--- src/rtl/fifo_stream_reader.sv ---
`default_nettype none
// ============================================================================
// Module   : fifo_stream_reader
// Purpose  : Pops a registered-read FIFO into a 2-entry buffer and presents
//            the words as a valid/ready stream, with priming, flush and a
//            saturating underrun counter. Optional FIFO_READER_HOLD_LAST_EN
//            repeats the last popped word while the buffer is empty in RUN.
// Revision : 1.0 - initial release
// ============================================================================
module fifo_stream_reader #(
    parameter int W     = 6,
    parameter int CNT_W = 16
) (
    input  logic             clk,
    input  logic             reset,
    input  logic             fifo_empty,
    input  logic [W-1:0]     fifo_data,
    output logic             fifo_re,
    input  logic             flush,
    output logic [W-1:0]     out_data,
    output logic             out_valid,
    input  logic             out_ready,
    output logic             out_repeat,
    output logic [CNT_W-1:0] underrun_cnt
);

    localparam logic [0:0]       c_ST_IDLE = 1'b0;
    localparam logic [0:0]       c_ST_RUN  = 1'b1;
    localparam logic [CNT_W-1:0] c_CNT_ONE = {{(CNT_W-1){1'b0}}, 1'b1};

    logic [0:0]       r_state;
    logic [0:0]       w_state_next;
    logic [1:0]       r_occ;
    logic             r_inflight;
    logic [W-1:0]     r_head;
    logic [W-1:0]     r_tail;
    logic [W-1:0]     w_head_next;
    logic [W-1:0]     w_tail_next;
    logic [CNT_W-1:0] r_underrun;

    logic             w_run;
    logic             w_has_data;
    logic             w_pop;
    logic             w_underrun;
    logic [1:0]       w_level;
    logic [1:0]       w_base;

    assign w_run      = (r_state == c_ST_RUN);
    assign w_has_data = (r_occ != 2'd0);
    assign w_pop      = w_run & w_has_data & out_ready;
    assign w_underrun = w_run & ~w_has_data & out_ready;

    // Buffer level after this cycle's capture and pop; never exceeds 2
    // because a read is only issued while this is below 2.
    assign w_level = r_occ + {1'b0, r_inflight} - {1'b0, w_pop};
    assign w_base  = r_occ - {1'b0, w_pop};

    assign fifo_re = ~reset & ~fifo_empty & ~flush & (w_level < 2'd2);

    always_comb begin
        w_head_next = w_pop ? r_tail : r_head;
        w_tail_next = r_tail;
        if (r_inflight) begin
            if (w_base == 2'd0) begin
                w_head_next = fifo_data;
            end else begin
                w_tail_next = fifo_data;
            end
        end
    end

    always_comb begin
        w_state_next = r_state;
        if ((r_state == c_ST_IDLE) && (w_level == 2'd2)) begin
            w_state_next = c_ST_RUN;
        end
    end

    always_ff @(posedge clk) begin
        if (reset || flush) begin
            r_state    <= c_ST_IDLE;
            r_occ      <= 2'd0;
            r_inflight <= 1'b0;
            r_head     <= '0;
            r_tail     <= '0;
        end else begin
            r_state    <= w_state_next;
            r_occ      <= w_level;
            r_inflight <= fifo_re;
            r_head     <= w_head_next;
            r_tail     <= w_tail_next;
        end
    end

    // Flush leaves the counter intact but suppresses counting in its cycle.
    always_ff @(posedge clk) begin
        if (reset) begin
            r_underrun <= '0;
        end else if (!flush && w_underrun && (r_underrun != '1)) begin
            r_underrun <= r_underrun + c_CNT_ONE;
        end
    end

    assign underrun_cnt = r_underrun;

`ifdef FIFO_READER_HOLD_LAST_EN
    logic [W-1:0] r_last;

    always_ff @(posedge clk) begin
        if (reset || flush) begin
            r_last <= '0;
        end else if (w_pop) begin
            r_last <= r_head;
        end
    end

    assign out_valid  = w_run;
    assign out_repeat = w_run & ~w_has_data;
    assign out_data   = (w_run && !w_has_data) ? r_last : r_head;
`else
    assign out_valid  = w_run & w_has_data;
    assign out_repeat = 1'b0;
    assign out_data   = r_head;
`endif

endmodule
`default_nettype wire

--- config.mk ---
export PLATFORM = sky130hd
export DESIGN_NAME = fifo_stream_reader
export DESIGN_NICKNAME = d
export VERILOG_FILES = /design/src/rtl/fifo_stream_reader.sv
export SDC_FILE = /design/constraint.sdc
export NUM_CORES = 1
export LEC_CHECK = 0
export CORE_ASPECT_RATIO = 0.9
export CORE_MARGIN = 3
export CORE_UTILIZATION = 30
export CTS_CLUSTER_SIZE = 24
export DETAILED_ROUTE_END_ITERATION = 10
export PLACE_DENSITY = 0.59
export RECOVER_POWER = 100
export SYNTH_ARGS = -nofsm -noshare
export SYNTH_HDL_FRONTEND = slang
export SYNTH_SLANG_ARGS = --single-unit
--- constraint.sdc ---
create_clock -name clk -period 2 [get_ports clk]
set_input_delay 0.2 -clock clk [delete_from_list [all_inputs] [get_ports clk]]
set_output_delay 0.2 -clock clk [all_outputs]
set_load 0.01 [all_outputs]
==> results.cfg <==
[run_status]
status = finished, final reports clean

[die]
core-area_mm2 = 0.004895
ios = 36
initial_core_util_pct = 31.24
rows = 24
die_w_um = 81.25
dieArea_mm2 = 0.005990
chipHeight_um = 73.73

[final_layout]
layout-drive-gt1-share_pct = 21.33
final_util_pct = 45.99
final_cells = 290
antenna_cells = 0
nNetsFinal = 237
syn_to_final_growth_pct = 47.22
design_area_mm2 = 0.002251

[synthesis]
synthFlopType = dfxtp_1
ys_warn_count = 0
syn_nets = 186
synth-edff-count = 0
syn_inst = 173
ys_seq_elements = 32
ys_seq_area_share_pct = 41.90
synth_cell_types = 37
syn_area_per_cell_um2 = 8.838
syn-cell-area_mm2 = 0.001529
ys_async_sr_fraction_pct = 0

[clocking]
path_clk_slew_ps = 70
cts_setup_buffers = 0
cts_root_buffer = clkbuf_8
cts_tree = yes
numCtsBuffers = 5
cts_buffer_depth = 2
cts_sinks = 32
clk_latency_ps = 280
hold_buffers = 0
htreeDepth = 2

[power]
power.leakage_nw = 0.8575
p_total_mw = 1.335
p_per_area_mw_per_mm2 = 593.1
vdd_ir_drop_max_mv = 0.4204

[grt]
first_global_vias = 1248
grt_pass1_wl_um = 6065
grt-ovfl-total = 0
grt_usage_pct = 12.94
grt_max_degree = 22
antenna_found_initial = 0

[place]
postPlaceCellArea_mm2 = 0.002067
place_ws_ps = -427.2
io_buffer_count = 34
dp_cells = 282
dpl.hpwl_um = 2629
gp_congestion = 0.7701

[critical_path]
crit_chain = o211ai_1, xnor2_1, ha_2, xnor2_4, xnor2_2, nor3_2, buf_2
r2r_cells = 6
worstPathRequired_ps = 1800
start_kind = flop
cp_max_fo = 2
r2r-end = underrun_cnt[5]
endpoint_kind = primary output
r2r_setup_slack_ps = 120
slowest_delay_ps = 330
endpoint = fifo_re
cp.arrival_ps = 1760
reg2reg_from = r_occ[0]
cp-startpoint = r_occ[0]
critical_path_class = flop to primary output
crit_slowest_cell = dfxtp_2

[sta]
fin_crit_sh_pct = 98.22
setup_tns_ps = 0
setup_viol = 0
finalClockSkew_ps = 3.585
hold_violations = 0
min_period_ps = 1964
fmax_mhz = 509.0
maxSlewViolCount = 0
final.setup.worst_slack_ps = 35.54
holdWs_ps = 500.8
rsz0062_at_grt = yes

[detailed_routing]
drc = 0
final_antenna_net_count = 0
drt_first_pass_iters = 5
num_vias = 1413
drt-vias-per-instance = 4.872
wl_um = 3620
drt_iter0_drc = 85
wl_per_cell_um = 12.48

[hold_path]
min_path_type = flop to flop

[run]
cap_violations = 0
## synthesized netlist by cell type, types with 2 or more instances
master,instances,area [um2]
ha_1,2,25.02
nor3_1,5,25.02
mux2_2,4,45.04
a21oi_1,9,45.04
nor2_1,25,93.84
or2_2,2,12.51
or4_1,5,37.54
clkbuf_1,9,33.78
a21bo_2,2,20.02
xnor2_1,3,26.28
dfxtp_1,32,640.6
mux2i_1,12,120.1
a211oi_1,9,67.56
nor4_1,5,31.28
nand4_1,5,31.28
nand3_1,7,35.03
inv_1,4,15.01
o31ai_1,5,37.54
nor2b_1,4,25.02
or3_1,2,12.51
nor3b_1,2,15.01
nand2_1,4,15.01
o21ai_0,2,10.01
## cells by family (layout without fill, tap and decap cells)
| group | count (synthesis) | after routing | synth area share [%] |
|---|---|---|---|
| buf+inv | 15 | 67 | 4.009 |
| compound gates | 33 | 33 | 14.89 |
| other cells | 1 | 1 | 0.2453 |
| flops | 32 | 32 | 41.90 |
| xor+xnor | 3 | 3 | 1.719 |
| simple gates | 71 | 71 | 24.79 |
| mux | 16 | 16 | 10.80 |
| fa+ha+maj | 2 | 2 | 1.636 |
## worst min path at each step
stage                     slack [ps]       start  cells past startpoint          to
final                            500   r_tail[1]                      2   r_tail[1]
after CTS                        510   r_tail[5]                      2   r_tail[5]
after global placement           480   r_tail[0]                      2   r_tail[0]
after detailed placement         490   r_tail[2]                      2   r_tail[2]
after global routing             520  fifo_empty                      2  r_inflight
after floorplan                  280       flush                      1    r_occ[1]
## layer usage
| layer | routed length, um | vias to the layer above | part of all wire, % | global-route usage [%] |
|---|---|---|---|---|
| met5 | 0 | - | 0 | 0 |
| met4 | 18 | 0 | 0.50 | 2.814 |
| met3 | 136 | 2 | 3.8 | 3.554 |
| met2 | 1598 | 27 | 44 | 17.68 |
| met1 | 1867 | 637 | 52 | 19.87 |
| li1 | - | 747 | - | - |
## power by group
group,leakage (nW),internal [mW],switching [mW],total (mW)
registers,0.259,0.641,0.00268,0.644
clock network,0.0541,0.369,0.250,0.619
logic,0.545,0.0390,0.0333,0.0723
total,0.858,1.05,0.286,1.33
## flip-flops by register name (all words and copies together) (netlist names)
register,cells
out_data,6
r_state,1
r_occ,2
underrun_cnt,16
r_tail,6
r_inflight,1
## timing repair
item                       in CTS  in global routing
setup endpoints to repair       5                  6
gates resized for setup         9                  7
cloned                          0                  0
pin swaps                       1                  6
## cell usage in the layout (no fill, tap or decap), drive strengths merged, types with 4 or more instances in the layout
cell type,count
nand4,5
clkbuf,5
nand2,4
nor4,5
nor2b,4
a21oi,9
nor2,25
or4,5
a211oi,9
mux2,4
o31ai,5
inv,4
mux2i,12
buf,22
dfxtp,32
nor3,5
nand3,7
clkdlybuf4s50,33
## worst max-delay path, delay by kind of cell, from the launching register on
kind,cells,cell delay (ps)
AO/OA/AOI/OAI,1,260
adder cells (fa/ha/maj),1,250
buffers and inverters,1,140
XOR/XNOR,3,420
AND/OR/NAND/NOR,1,100
flip-flops,1,330
## layout make-up
class | count | area (um2)
multi-input cells | 126 | 904.6
clock inverters | 3 | 42.54
flip-flops and latches | 32 | 641.9
repair buffers | 55 | 496.7
inverters | 4 | 15.01
well taps | 65 | 81.33
clock buffers | 5 | 68.82
fillers | 474 | 2644
Note: power is estimated with default switching activity, not from simulation.
